==> config.mk <==
export PLATFORM = sky130hd
export DESIGN_NAME = debouncer
export DESIGN_NICKNAME = d
export VERILOG_FILES = /design/src/rtl/debounce_pkg.sv /design/src/rtl/debouncer_sync_ff.sv /design/src/rtl/debouncer.sv
export SDC_FILE = /design/constraint.sdc
export NUM_CORES = 1
export LEC_CHECK = 0
export BUFFER_PORTS_ARGS = -buffer_cell sky130_fd_sc_hd__buf_2
export CORE_AREA = 2 2 39 41
export CTS_CLUSTER_DIAMETER = 120
export CTS_CLUSTER_SIZE = 16
export DETAILED_ROUTE_END_ITERATION = 10
export DIE_AREA = 0 0 41 43
export HOLD_SLACK_MARGIN = 0.02
export SYNTH_ARGS = -nofsm -noshare
export SYNTH_HDL_FRONTEND = slang
export SYNTH_SLANG_ARGS = --single-unit
==> constraint.sdc <==
create_clock -name clk -period 1.2 [get_ports clk]
set_input_delay 0.06 -clock clk [delete_from_list [all_inputs] [get_ports clk]]
set_output_delay 0.06 -clock clk [all_outputs]
set_load 0.02 [all_outputs]
==> src/rtl/debounce_pkg.sv <==
// -----------------------------------------------------------------------------
// debounce_pkg
// Shared definitions for the debouncer and its synchronizer:
//   - qualification state encodings (ST_IDLE / ST_CHECK)
//   - width of the optional rejected-glitch counter
//   - clog2 constant function used to size the stability counter
//   - saturating increment helper for the glitch counter
// -----------------------------------------------------------------------------
package debounce_pkg;

   typedef enum logic {
      ST_IDLE  = 1'b0,
      ST_CHECK = 1'b1
   } state_e;

   localparam int GLITCH_CNT_W = 8;

   // Ceiling log2; clog2(1) = 0, clog2(2) = 1, clog2(17) = 5
   function automatic int clog2(input int value);
      int r;
      r = 32'sd0;
      while ((32'sd1 << r) < value) begin
         r = r + 32'sd1;
      end
      return r;
   endfunction

   // Increment that sticks at all-ones instead of wrapping
   function automatic logic [GLITCH_CNT_W-1:0] sat_inc(input logic [GLITCH_CNT_W-1:0] v);
      logic [GLITCH_CNT_W-1:0] r;
      if (v == {GLITCH_CNT_W{1'b1}}) begin
         r = v;
      end else begin
         r = v + GLITCH_CNT_W'(1);
      end
      return r;
   endfunction

endpackage

==> src/rtl/debouncer_sync_ff.sv <==
// -----------------------------------------------------------------------------
// sync_ff
// N-stage single-bit synchronizer for asynchronous levels. Reusable for any
// asynchronous input entering the clk domain.
// Ports:
//   clk    in   sampling clock
//   rst_n  in   asynchronous active-low reset; every stage loads RESET_LEVEL
//   d      in   asynchronous level
//   q      out  synchronized level (last stage)
// -----------------------------------------------------------------------------
module sync_ff #(
   parameter int   N           = 2,
   parameter logic RESET_LEVEL = 1'b0
) (
   input  logic clk,
   input  logic rst_n,
   input  logic d,
   output logic q
);

   generate
      if (N < 2) begin : g_bad_stages
         $error("sync_ff: N must be at least 2");
      end
   endgenerate

   logic [N-1:0] chain_r;

   // Plain shift chain; nothing may sit between stages
   always_ff @(posedge clk or negedge rst_n) begin
      if (!rst_n) begin
         chain_r <= {N{RESET_LEVEL}};
      end else begin
         chain_r <= {chain_r[N-2:0], d};
      end
   end

   assign q = chain_r[N-1];

endmodule

==> src/rtl/debouncer.sv <==
// -----------------------------------------------------------------------------
// debouncer
// Synchronizes a raw asynchronous level into clk and only lets a new level
// through once it has been seen for STABLE_CYCLES consecutive cycles. The
// clean registered level feeds the downstream edge detector.
//
// Ports:
//   clk         in   single clock, rising edge
//   rst         in   asynchronous active-low reset
//   in          in   raw level, asynchronous to clk
//   out         out  debounced level (registered)
//   busy        out  high while a level change is being qualified
//   glitch_cnt  out  [7:0] saturating count of rejected glitches
//                    (only when DEBOUNCER_GLITCH_CNT_EN is defined)
//
// Build option: define DEBOUNCER_GLITCH_CNT_EN to add the glitch counter.
//
// Timing: out follows a change on in at edge SYNC_STAGES+STABLE_CYCLES after
// the change (first sampling edge = 1); busy rises at edge SYNC_STAGES+1 and
// drops on the edge where out updates.
// -----------------------------------------------------------------------------
module debouncer
   import debounce_pkg::*;
#(
   parameter int   SYNC_STAGES   = 2,
   parameter int   STABLE_CYCLES = 16,
   parameter logic RESET_LEVEL   = 1'b0
) (
   input  logic                    clk,
   input  logic                    rst,
   input  logic                    in,
   output logic                    out,
   output logic                    busy
`ifdef DEBOUNCER_GLITCH_CNT_EN
   ,
   output logic [GLITCH_CNT_W-1:0] glitch_cnt
`endif
);

   localparam int CNT_W = clog2(STABLE_CYCLES + 1);

   generate
      if (SYNC_STAGES < 2) begin : g_bad_sync
         $error("debouncer: SYNC_STAGES must be at least 2");
      end
      if (STABLE_CYCLES < 1) begin : g_bad_stable
         $error("debouncer: STABLE_CYCLES must be at least 1");
      end
   endgenerate

   logic             sync_q_s;
   state_e           state_r;
   logic [CNT_W-1:0] cnt_r;
   logic             out_r;
   logic             busy_r;
`ifdef DEBOUNCER_GLITCH_CNT_EN
   logic [GLITCH_CNT_W-1:0] glitch_cnt_r;
`endif

   sync_ff #(
      .N           (SYNC_STAGES),
      .RESET_LEVEL (RESET_LEVEL)
   ) u_sync (
      .clk   (clk),
      .rst_n (rst),
      .d     (in),
      .q     (sync_q_s)
   );

   // Qualification FSM: counts consecutive samples that disagree with out
   always_ff @(posedge clk or negedge rst) begin
      if (!rst) begin
         state_r      <= ST_IDLE;
         cnt_r        <= '0;
         out_r        <= RESET_LEVEL;
         busy_r       <= 1'b0;
`ifdef DEBOUNCER_GLITCH_CNT_EN
         glitch_cnt_r <= '0;
`endif
      end else begin
         case (state_r)
            ST_IDLE: begin
               if (sync_q_s != out_r) begin
                  if (STABLE_CYCLES == 1) begin
                     // One differing sample is already enough
                     out_r   <= sync_q_s;
                     cnt_r   <= '0;
                     state_r <= ST_IDLE;
                     busy_r  <= 1'b0;
                  end else begin
                     // This sample is the first of the run
                     cnt_r   <= CNT_W'(1);
                     state_r <= ST_CHECK;
                     busy_r  <= 1'b1;
                  end
               end else begin
                  cnt_r   <= '0;
                  state_r <= ST_IDLE;
                  busy_r  <= 1'b0;
               end
            end
            ST_CHECK: begin
               if (sync_q_s == out_r) begin
                  // Input went back: drop the run entirely, no partial credit
                  cnt_r   <= '0;
                  state_r <= ST_IDLE;
                  busy_r  <= 1'b0;
`ifdef DEBOUNCER_GLITCH_CNT_EN
                  glitch_cnt_r <= sat_inc(glitch_cnt_r);
`endif
               end else if (cnt_r == CNT_W'(STABLE_CYCLES - 1)) begin
                  // This is the STABLE_CYCLES-th consecutive differing sample
                  out_r   <= sync_q_s;
                  cnt_r   <= '0;
                  state_r <= ST_IDLE;
                  busy_r  <= 1'b0;
               end else begin
                  cnt_r   <= cnt_r + CNT_W'(1);
                  state_r <= ST_CHECK;
                  busy_r  <= 1'b1;
               end
            end
            default: begin
               state_r <= ST_IDLE;
               cnt_r   <= '0;
               busy_r  <= 1'b0;
            end
         endcase
      end
   end

   assign out  = out_r;
   assign busy = busy_r;
`ifdef DEBOUNCER_GLITCH_CNT_EN
   assign glitch_cnt = glitch_cnt_r;
`endif

endmodule
Yosys cells after proc, flatten, opt, wreduce, memory -nomap -nowiden
Index checks and enable logic that the tools add are counted.

operators by class
  bitwise operators = 2
  equality and inequality tests = 3
  add/subtract/negate cells = 1
  mux-type cells = 8
  reduce and logical (&&, ||, !) cells = 1

operator list
  kind                                                 number
  2-to-1 mux 5 bit                                     2
  one-hot mux 5 bit (2 select lines)                   1
  adder 5 x 1 -> 5 bit, second input constant          1
  equality test 5 x 4 -> 1 bit, second input constant  1
  2-to-1 mux 1 bit                                     4
  AND reduction 3 bit                                  1
  inverter 1 bit                                       2
  one-hot mux 1 bit (2 select lines)                   1
  equality test 1 bit                                  1
  != test 1 bit                                        1

storage, ports and cells
  output and inout bits = 2
  flip-flop bits (word level) = 9
  input port bits = 3
  word-level logic and storage cells = 19

Longest topological paths before layout
Gate-level depths: netlist (run 1).

  word-level depth = 4
  mapped depth = 4
  mapped depth without buffers = 4

Cells and area by module
A second synthesis (run 1) with hierarchy kept.

unflattened totals
  cell total of the unflattened synthesis = 27
  area, all modules = 355.3 um2

modules (own cells, without submodules)
  module     area each (um2)  instances  seq. area each (um2)  cells each
  debouncer  305.3            1          175.2                 25
  sync_ff    50.0             1          50.0                  2

Least setup slack after synthesis (run 1)
Ideal clock, no wire load.

  path kind = reg2reg
  from = reg cnt_r[0]
  to = reg out_r, in the netlist out
  clock period less this slack = 1.264 ns
  library setup time = 0.127 ns
  stages on the path, launching flop included = 5
  buffers on the path = 0
  path slack = -0.064 ns
  data arrival time = 1.136 ns
  data required time = 1.073 ns
  cell sequence = dfrtp_1 > ha_1 > nand4b_2 > nor2_4 > mux2_1

on the way
  cells in the longest elaborated chain, start to end = 2

ends and longest elaborated chain
  item                                  line              source
  start, declared                       debouncer.sv:53   logic [CNT_W-1:0] cnt_r;
  start signal, assigned                debouncer.sv:118  cnt_r <= cnt_r + CNT_W'(1);
  equality test 5 x 4 -> 1 bit          debouncer.sv:111  end else if (cnt_r == CNT_W'(STABLE_CYCLES - 1)) begin
  AND reduction 3 bit (no source line)  --
  end signal, assigned                  debouncer.sv:86   out_r <= sync_q_s;
  end signal, assigned                  debouncer.sv:113  out_r <= sync_q_s;
  end, declared                         debouncer.sv:54   logic out_r;

No other way between the ends.
A chain may end at the register's enable or synchronous reset.

Final worst setup path (run 1)
Same ends and word-level chain as after synthesis.

==> metrics list, run 1 <==
- Root Driver: sky130_fd_sc_hd__clkbuf_4
- STA puts the critical path data arrival time at 1360 ps.
- The synthesized design spends more area on one cell type than any other, namely sky130_fd_sc_hd__dfrtp_1.
- On the critical path the largest part of the delay comes from flip-flops.
* H-tree lvl count: 1
* Synth top area share: 0.6250
* Clk sinks: 9
* Clock buffer depth: 2
- Final hold violation count: 0
- The flow ran to the end, but the final reports show violations.
- The detailed router placed 244 vias in this run.
* GPL Wtd Cong: 0.7160
- Net Count, Synth: 31
- Number of filler cells placed in the layout: 138
- Clk pin slew, worst setup/hold paths: 60 ps
- Setup repair after global routing could not meet its margin everywhere.
- TritonCTS built the clock tree.
- Boundary Pins: 5
- Hold slack final: 190.4 ps
- Max-cap viol count: 0
* Final critical-path share of the clock period: 1.018
- Post-synthesis sequential element count: 9
* Stage delay of the slowest cell on the critical path: 400 ps
* Kind of start point of the critical path: flop
- Once detailed placement completed, the half-perimeter wirelength came to 508 um.
* Summed instance area of the synthesized netlist: 360.3 um^2
- Clk Latency, worst-skew pair: 260 ps
* Number of core rows: 14
- The die covers 1763 um^2.
* Final-report max-slew violation count: 0
* Largest net degree at the start of global routing: 10
* Final core utilization: 0.3626
* Required time at the endpoint of the critical path: 1340 ps
* Number of warnings printed during yosys synthesis: 0
* IR drop worst, VDD: 530.9 uV
- Vias in the first global route: 292
- The slowest stage of the critical path is the sky130_fd_sc_hd__dfrtp_1 cell.
* Power per cell area: 1180 nW/um^2
- Classification of the worst-slack hold path: primary input to asynchronous set/reset pin
- Number of clock buffers inserted by TritonCTS: 3
- Count of buffer and inverter cells on the critical path: 0
- Fin nets: 46
- Category of the most critical setup path: flop to flop
- Yosys cell types: 14
- Traced cell by cell, the critical path runs through ha_4 > nand4b_4 > nor2_4 > mux2_4.
- The count of nets left with antenna violations once routing finished came out at 0.
- From synthesis to final layout, the design area changed by 39.24%.
- Min setup slack post-route: -21.48 ps
- For the finished layout, the period the worst path requires is 1221 ps.
- In the final layout, the share of cells above drive strength 1 is 0.3659.
* Worst Max-Slew Pin Slew: 199.1 ps
* Buffers added on ports: 4
- The design draws 0.0005920 W.
* Max-Slew Margin vs Limit: 0.8673
- Total Routing Usage GR: 0.1081
* Critical path endpoint category: flop
* Main area contributors after synthesis: sky130_fd_sc_hd__dfrtp_1 (63%), sky130_fd_sc_hd__and3_1 (5.2%), sky130_fd_sc_hd__xnor2_1 (4.9%)
- The routed design has 666 um of wire.
- Y dimension of the die: 43 um
* CP max FO: 2
- Routed length per placed instance: 11.68 um
- The total overflow left after global routing is 0.
- Synthesis produced a netlist whose cell count is 27.
- Pre-CTS setup slack: -39.74 ps
* Wire length of the first global-routing pass: 1228 um
* Post-synthesis sequential area ratio: 0.6250
- For this run, the detailed router's first-pass iteration total came to 2.
- The number of antenna diodes in the final layout is 0.
- Failing checks: setup timing
- Number of setup violations in the final report: 1
* Initial antenna violation count: 0
* Via count normalized by instance count: 4.281
- Number of remaining DRC errors: 0
- Core Box Area: 1384 um^2
- The number of gates resized after CTS was 0.
- In this run the static leakage power is 0.2773 nW.
* Synthesized area divided by synthesized cell count: 13.35 um^2
* Iteration-0 DRC Markers: 2
- Die W: 41 um
* Fmax achieved: 818.7 MHz
- For the final database, setup skew stands at 2.398 ps.
* Starting density of the core: 0.2604
stage by stage:
stage               std cells  TNS, ps  area (um^2)
global route               57   -116.0        501.7
floorplan                  27   -15.29        385.4
CTS                        57   -25.14        501.7
finish                     57   -21.48        501.7
detailed placement         50   -39.74        447.9
global placement           50   -18.79        447.9
cell families after synthesis:
group	count (synthesis)	share of synthesized area
AO/OA/AOI/OAI	1	0.02084
XOR/XNOR	3	0.07293
adder cells (fa/ha/maj)	1	0.03472
buffers and inverters	2	0.02084
flip-flops	9	0.6250
multiplexers	1	0.03125
AND/OR/NAND/NOR	10	0.1944
cell usage in the layout, fill, tap and decap left out, types with 2 or more instances in the layout:
| cell type | synthesis | routed |
|---|---|---|
| sky130_fd_sc_hd__buf_4 | 0 | 4 |
| sky130_fd_sc_hd__inv_1 | 2 | 2 |
| sky130_fd_sc_hd__xnor2_1 | 2 | 2 |
| sky130_fd_sc_hd__dfrtp_1 | 9 | 9 |
| sky130_fd_sc_hd__and3_1 | 3 | 3 |
| sky130_fd_sc_hd__clkbuf_4 | 0 | 3 |
| sky130_fd_sc_hd__nand3_1 | 2 | 2 |
| sky130_fd_sc_hd__buf_2 | 0 | 4 |
| sky130_fd_sc_hd__dlygate4sd3_1 | 0 | 2 |
power breakdown:
| group | internal (W) | leakage (nW) | switching (W) | total [W] |
|---|---|---|---|---|
| registers | 0.000313 | 0.117 | 0.00000851 | 0.000322 |
| clock network | 0.000128 | 0.0150 | 0.000102 | 0.000230 |
| logic | 0.0000202 | 0.146 | 0.0000202 | 0.0000404 |
layout make-up:
| class | count | area, um^2 | area share |
|---|---|---|---|
| Multi-Input combinational cell | 16 | 152.6 | 0.3042 |
| Sequential cell | 9 | 225.2 | 0.4489 |
| Inverter | 2 | 7.507 | 0.01496 |
| Timing Repair Buffer | 10 | 70.07 | 0.1397 |
| Clock buffer | 4 | 26.28 | 0.05237 |
| Tap cell | 16 | 20.02 | 0.03990 |
metal layers:
layer	routed length (um)	up-vias	global-route usage	part of all wire
li1	-	120	-	-
met1	305	119	0.1385	0.46
met2	335	5	0.1469	0.50
met3	24	0	0.01571	0.036
met4	0	0	0.1000	0
met5	0	-	0	0
repair_timing:
action,in CTS,in global routing
hold buffers,2,0
buffers inserted,1,0
endpoints found under the hold margin,10,0
endpoints found under the setup margin,1,2
pin swaps,2,0
cells in the mapped netlist:
| cell type | number |
|---|---|
| sky130_fd_sc_hd__xnor2_1 | 2 |
| sky130_fd_sc_hd__dfrtp_1 | 9 |
| sky130_fd_sc_hd__inv_1 | 2 |
| sky130_fd_sc_hd__and2_1 | 1 |
| sky130_fd_sc_hd__ha_1 | 1 |
| sky130_fd_sc_hd__a211oi_1 | 1 |
| sky130_fd_sc_hd__and3_1 | 3 |
| sky130_fd_sc_hd__nor2_1 | 1 |
| sky130_fd_sc_hd__nor3_1 | 1 |
| sky130_fd_sc_hd__nor2_4 | 1 |
| sky130_fd_sc_hd__nand4b_2 | 1 |
| sky130_fd_sc_hd__xor2_1 | 1 |
| sky130_fd_sc_hd__mux2_1 | 1 |
| sky130_fd_sc_hd__nand3_1 | 2 |
path summary, 6_finish.rpt:
| check | startpoint | to | slack, ps | depth (start not counted) |
|---|---|---|---|---|
| worst min-delay path | rst | cnt_r[3] | 190 | 2 |
| worst max register to register | cnt_r[0] | out | -20 | 4 |
| min in group clk | u_sync.chain_r[0] | u_sync.chain_r[1] | 350 | 0 |
| max in group asynchronous | rst | cnt_r[2] | 830 | 2 |
| worst min register to register | u_sync.chain_r[0] | u_sync.chain_r[1] | 350 | 0 |
| worst max-delay path | cnt_r[0] | out | -20 | 4 |
sequential cells by signal, indices dropped and copies added (netlist names):
| register | flops |
|---|---|
| busy | 1 |
| u_sync.chain_r | 2 |
| cnt_r | 5 |
| out | 1 |
Power figures use the tool's default switching activity.
==> inputs of run 2 (changes only) <==
--- a/config.mk
+++ b/config.mk
@@ -16,2 +16,3 @@
 export SYNTH_HDL_FRONTEND = slang
+export SYNTH_HIERARCHICAL = 1
 export SYNTH_SLANG_ARGS = --single-unit
==> constraint.sdc (replaced) <==
create_clock -name clk -period 1.2 [get_ports clk]
set_input_delay 0.24 -clock clk [delete_from_list [all_inputs] [get_ports clk]]
set_output_delay 0.24 -clock clk [all_outputs]
set_load 0.02 [all_outputs]
==> run 2 against run 1 <==
Effect of this change: the flow still finishes with violations (setup timing); total power down 2.1%; die area unchanged; sequential power about the same; via count unchanged; hold slack worse by 96 ps; wire length down 15%; combinational power up 5.7%; final area down 3.5%; area after synthesis down 1.4%; sequential share of layout area up 1.6 points; clock power down 5%; sequential cell count unchanged; critical endpoint unchanged; largest cell class unchanged.
==> metrics list, run 2 <==
- Result of the run: finished, violations left (unchanged)
* Failing checks: setup timing (unchanged)
- The post-synthesis cell type count was 15 (was 14).
- The area taken by flip-flops and latches came to 225.2 um^2 (unchanged).
- The final layout net count came to 47 (was 46).
- The critical path launch point is cnt_r[0] (unchanged).
- Number of warnings printed during yosys synthesis: 6 (was 0)
* Final Instance Area: 484.2 um^2 (was 501.7 um^2)
- Routed length per placed instance: 9.810 um (was 11.68 um)
- Most common cell after layout, fill and taps aside: sky130_fd_sc_hd__dfrtp_1 (unchanged)
- The classification of the worst-slack hold path is primary input to flop (was primary input to asynchronous set/reset pin).
- The worst endpoint data arrival time was 1400 ps (was 1360 ps).
- Clock buffer depth: 2 (unchanged)
- Flip-flop count of the largest register after layout: 5 (unchanged)
* Post-synthesis async set-or-reset flop share: 1.000 (unchanged)
- The register name with the most flops is cnt_r (unchanged).
- The number of enable flip-flop cells after synthesis came to 0 (unchanged).
- The combinational group share of total power came to 0.074 (was 0.068).
- The power dissipated by switching net loads came to 0.0001157 W (was 0.0001308 W).
- The clock slew at the register clock pins of the worst setup and hold paths was 60 ps (about the same).
* Number of remaining DRC errors: 0 (unchanged)
- Reg2reg start: cnt_r[0] (unchanged)
* Kind of start point of the critical path: flop (unchanged)
- The source-to-sink clock delay at the later pin of the worst-skew pair is 250 ps (was 260 ps).
- Synthesized area divided by synthesized cell count: 13.16 um^2 (was 13.35 um^2)
- The cell type with the largest total area after synthesis is sky130_fd_sc_hd__dfrtp_1 (unchanged).
* Number of filler cells placed in the layout: 137 (was 138)
- Max-cap viol count: 0 (unchanged)
* Net Count, Synth: 31 (unchanged)
- The clock tree from TritonCTS was yes (unchanged).
- The die area came to 1763 um^2 (unchanged).
* Boundary Pins: 5 (unchanged)
* Internal Power: 0.0004640 W (was 0.0004612 W)
* Count of TritonRoute iterations in the first routing pass: 2 (unchanged)
- Final wirelength: 569 um (was 666 um)
- The violation count after the first detailed-routing iteration is 1 (was 2).
- Synthesized netlist cell count: 27 (unchanged)
* Routed vias: 244 (unchanged)
- Power share of the sequential group: 0.551 (was 0.543)
- Length in cells of the worst reg-to-reg path: 4 (unchanged)
* Required time at the endpoint of the critical path: 1330 ps (was 1340 ps)
- Synth top cells by count: sky130_fd_sc_hd__dfrtp_1 (9), sky130_fd_sc_hd__nand2_1 (2), sky130_fd_sc_hd__nand3_1 (2), sky130_fd_sc_hd__nor2_1 (2), sky130_fd_sc_hd__xor2_1 (2) (was sky130_fd_sc_hd__dfrtp_1 (9), sky130_fd_sc_hd__and3_1 (3), sky130_fd_sc_hd__inv_1 (2), sky130_fd_sc_hd__nand3_1 (2), sky130_fd_sc_hd__xnor2_1 (2))
* Buffers added on ports: 4 (unchanged)
* Final critical-path share of the clock period: 1.053 (was 1.018)
* Final hold violation count: 0 (unchanged)
- The half-perimeter wire length after placement came to 362 um (was 508 um).
* Clk sinks: 9 (unchanged)
- Leakage power: 0.2311 nW (was 0.2773 nW)
- Area occupied by multi-input gates: 137.6 um^2 (was 152.6 um^2)
- The most repeated cell in the gate-level netlist after synthesis was sky130_fd_sc_hd__dfrtp_1 (unchanged).
- The worst setup margin was -63.88 ps (was -21.48 ps).
- Core Box Area: 1384 um^2 (unchanged)
- The fraction of power spent switching nets is 0.1996 (was 0.2209).
- The maximum number of pins on one net before global-route repair is 10 (unchanged).
* Number of core rows: 14 (unchanged)
- The critical path start-end classification is flop to flop (unchanged).
- Via count normalized by instance count: 4.207 (was 4.281)
* Placed cell area: 420.4 um^2 (was 447.9 um^2)
- Share of post-route cells with drive strength above 1: 0.4524 (was 0.3659)
- Cell depth of the worst hold path: 1
- IR drop worst, VDD: 478.0 uV (was 530.9 uV)
* Worst Skew: 0.7185 ps (was 2.398 ps)
- Final TNS setup: -63.88 ps (was -21.48 ps)
- The type of destination of the critical path is a flop (unchanged).
- The mapped cell area was 355.3 um^2 (was 360.3 um^2).
- Die W: 41 um (unchanged)
- The post-synthesis sequential area ratio was 0.6338 (was 0.6250).
* GPL Wtd Cong: 0.6764 (was 0.7160)
- Commonest non-fill, non-tap cells in the layout: sky130_fd_sc_hd__dfrtp_1 (9), sky130_fd_sc_hd__buf_4 (6), sky130_fd_sc_hd__buf_2 (4) (was sky130_fd_sc_hd__dfrtp_1 (9), sky130_fd_sc_hd__buf_2 (4), sky130_fd_sc_hd__buf_4 (4)).
- The time the worst path needs with I/O delays and setup came to 1264 ps (was 1221 ps).
* Clk pwr share: 0.375 (was 0.388)
- Number of setup violations in the final report: 1 (unchanged)
* H-tree lvl count: 1 (unchanged)
- Y dimension of the die: 43 um (unchanged)
- The count of state elements after synthesis was 9 (unchanged).
- The global-route wire length before repair is 1000 um (was 1228 um).
- CP max FO: 3 (was 2)
* Root Driver: sky130_fd_sc_hd__clkbuf_4 (unchanged)
- Largest registers in the final layout: cnt_r (5), u_sync/chain_r (2) (was cnt_r (5), u_sync.chain_r (2))
* Ant diodes: 0 (unchanged)
- The areal power density over the cells came to 1197 nW/um^2 (was 1180 nW/um^2).
* Synth top area share: 0.6338 (was 0.6250)
- The initial antenna violation count came to 0 (unchanged).
- Final core utilization: 0.3499 (was 0.3626)
- Vias in the first global route: 280 (was 292)
- The dominant register cell in the synthesized netlist was sky130_fd_sc_hd__dfrtp_1 (unchanged).
- Number of clock buffers inserted by TritonCTS: 3 (unchanged)
- Max-Slew Margin vs Limit: 0.8632 (was 0.8673)
- Main area contributors after synthesis: sky130_fd_sc_hd__dfrtp_1 (63%), sky130_fd_sc_hd__xor2_1 (4.9%), sky130_fd_sc_hd__mux2_4 (4.2%) (was sky130_fd_sc_hd__dfrtp_1 (63%), sky130_fd_sc_hd__and3_1 (5.2%), sky130_fd_sc_hd__xnor2_1 (4.9%)).
- Starting density of the core: 0.2568 (was 0.2604)
- The startpoint identified for the worst hold timing path is in.
- Worst Max-Slew Pin Slew: 204.5 ps (was 199.1 ps)
* Area growth from synthesis to final layout: 36.27% (was 39.24%)
* Overflow after GRT: 0 (unchanged)
* RSZ-0062 raised after global routing: yes (unchanged)
- Register-to-register setup slack: -60 ps (was -20 ps)
* Total Routing Usage GR: 0.08980 (was 0.1081)
- The number of max-slew violations in the final report is 0 (unchanged).
- Capture endpoint of the worst hold path: u_sync/chain_r[0]
* Endpoint of the worst register-to-register path: out (unchanged)
- Antenna-violating nets left: 0 (unchanged)
* Fmax achieved: 791.2 MHz (was 818.7 MHz)
[run 2: cell types whose count changed in the layout (fill, tap and decap cells not counted), sizes merged, moves of 2 or more]
cell | before | now
nand2 | 0 | 3
inv | 2 | 0
and3 | 3 | 0
buf | 8 | 10
[run 2: cell type report]
type	instances	share of cell area
Sequential cell	9	0.4651
Tap cell	16	0.04134
Timing Repair Buffer	11	0.1550
Clock buffer	4	0.05426
Multi-Input combinational cell	18	0.2842
[run 2: how the worst max path moves through the flow]
stage / depth (start not counted) / slack [ps] / to
3_5_place_dp: 4 / -40 / out
3_3_place_gp: 4 / -50 / out
2_1_floorplan: 4 / -50 / out
5_1_grt: 4 / -110 / out
6_report: 4 / -60 / out
4_1_cts: 4 / -30 / out
[run 2: worst max-delay path: stages (launching register included)]
cell	delay, ps
sky130_fd_sc_hd__dfrtp_1	360
sky130_fd_sc_hd__ha_2	190
sky130_fd_sc_hd__and4b_4	250
sky130_fd_sc_hd__nand2_2	60
sky130_fd_sc_hd__mux2_4	290
[run 2: cell families (layout without fill, tap and decap cells)]
logic type,count (synthesis),after routing,synth area share
buffers and inverters,0,15,0
and+or+nand+nor,12,12,0.2007
muxes,1,1,0.04224
DFF,9,9,0.6338
xor gates and xnor gates,3,3,0.07396
AOI/OAI and AO/OA,1,1,0.01407
adders and majority gates,1,1,0.03521
[run 2: per-stage QoR]
| stage | instances | hold slack (ps) | setup WS [ps] | total power [W] |
|---|---|---|---|---|
| global route | 58 | 78.60 | -107.3 | 0.0006093 |
| detailed placement | 50 | 100.3 | -42.05 | 0.0003571 |
| floorplan | 27 | -55.59 | -52.69 | 0.0003387 |
| CTS | 57 | 86.70 | -33.79 | 0.0005857 |
| finish | 58 | 94.83 | -63.88 | 0.0005797 |
| global placement | 50 | 96.96 | -50.39 | 0.0003572 |
[run 2: repair_timing]
action                     4_1_cts  5_1_grt
pin swaps                        2        0
setup endpoints to repair        1        2
hold endpoints to repair         9        0
resized for setup                0        1
buffers inserted                 2        1
hold buffers                     1        0
[run 2: layer usage]
metal	GRT usage	up-vias	wire, um	part of all wire
met4	0.08000	0	9	0.016
met2	0.1375	5	322	0.57
met5	0	-	0	0
met3	0.03141	2	19	0.033
li1	-	120	-	-
met1	0.08814	117	218	0.38
[run 2: power by group through the flow]
stage	Clock, W	Sequential, W	Combinational, W
3_5_place_dp	0	0.000325	0.0000326
5_1_grt	0.000240	0.000320	0.0000490
6_report	0.000218	0.000319	0.0000427
2_1_floorplan	0	0.000326	0.0000123
3_3_place_gp	0	0.000324	0.0000330
4_1_cts	0.000228	0.000319	0.0000389
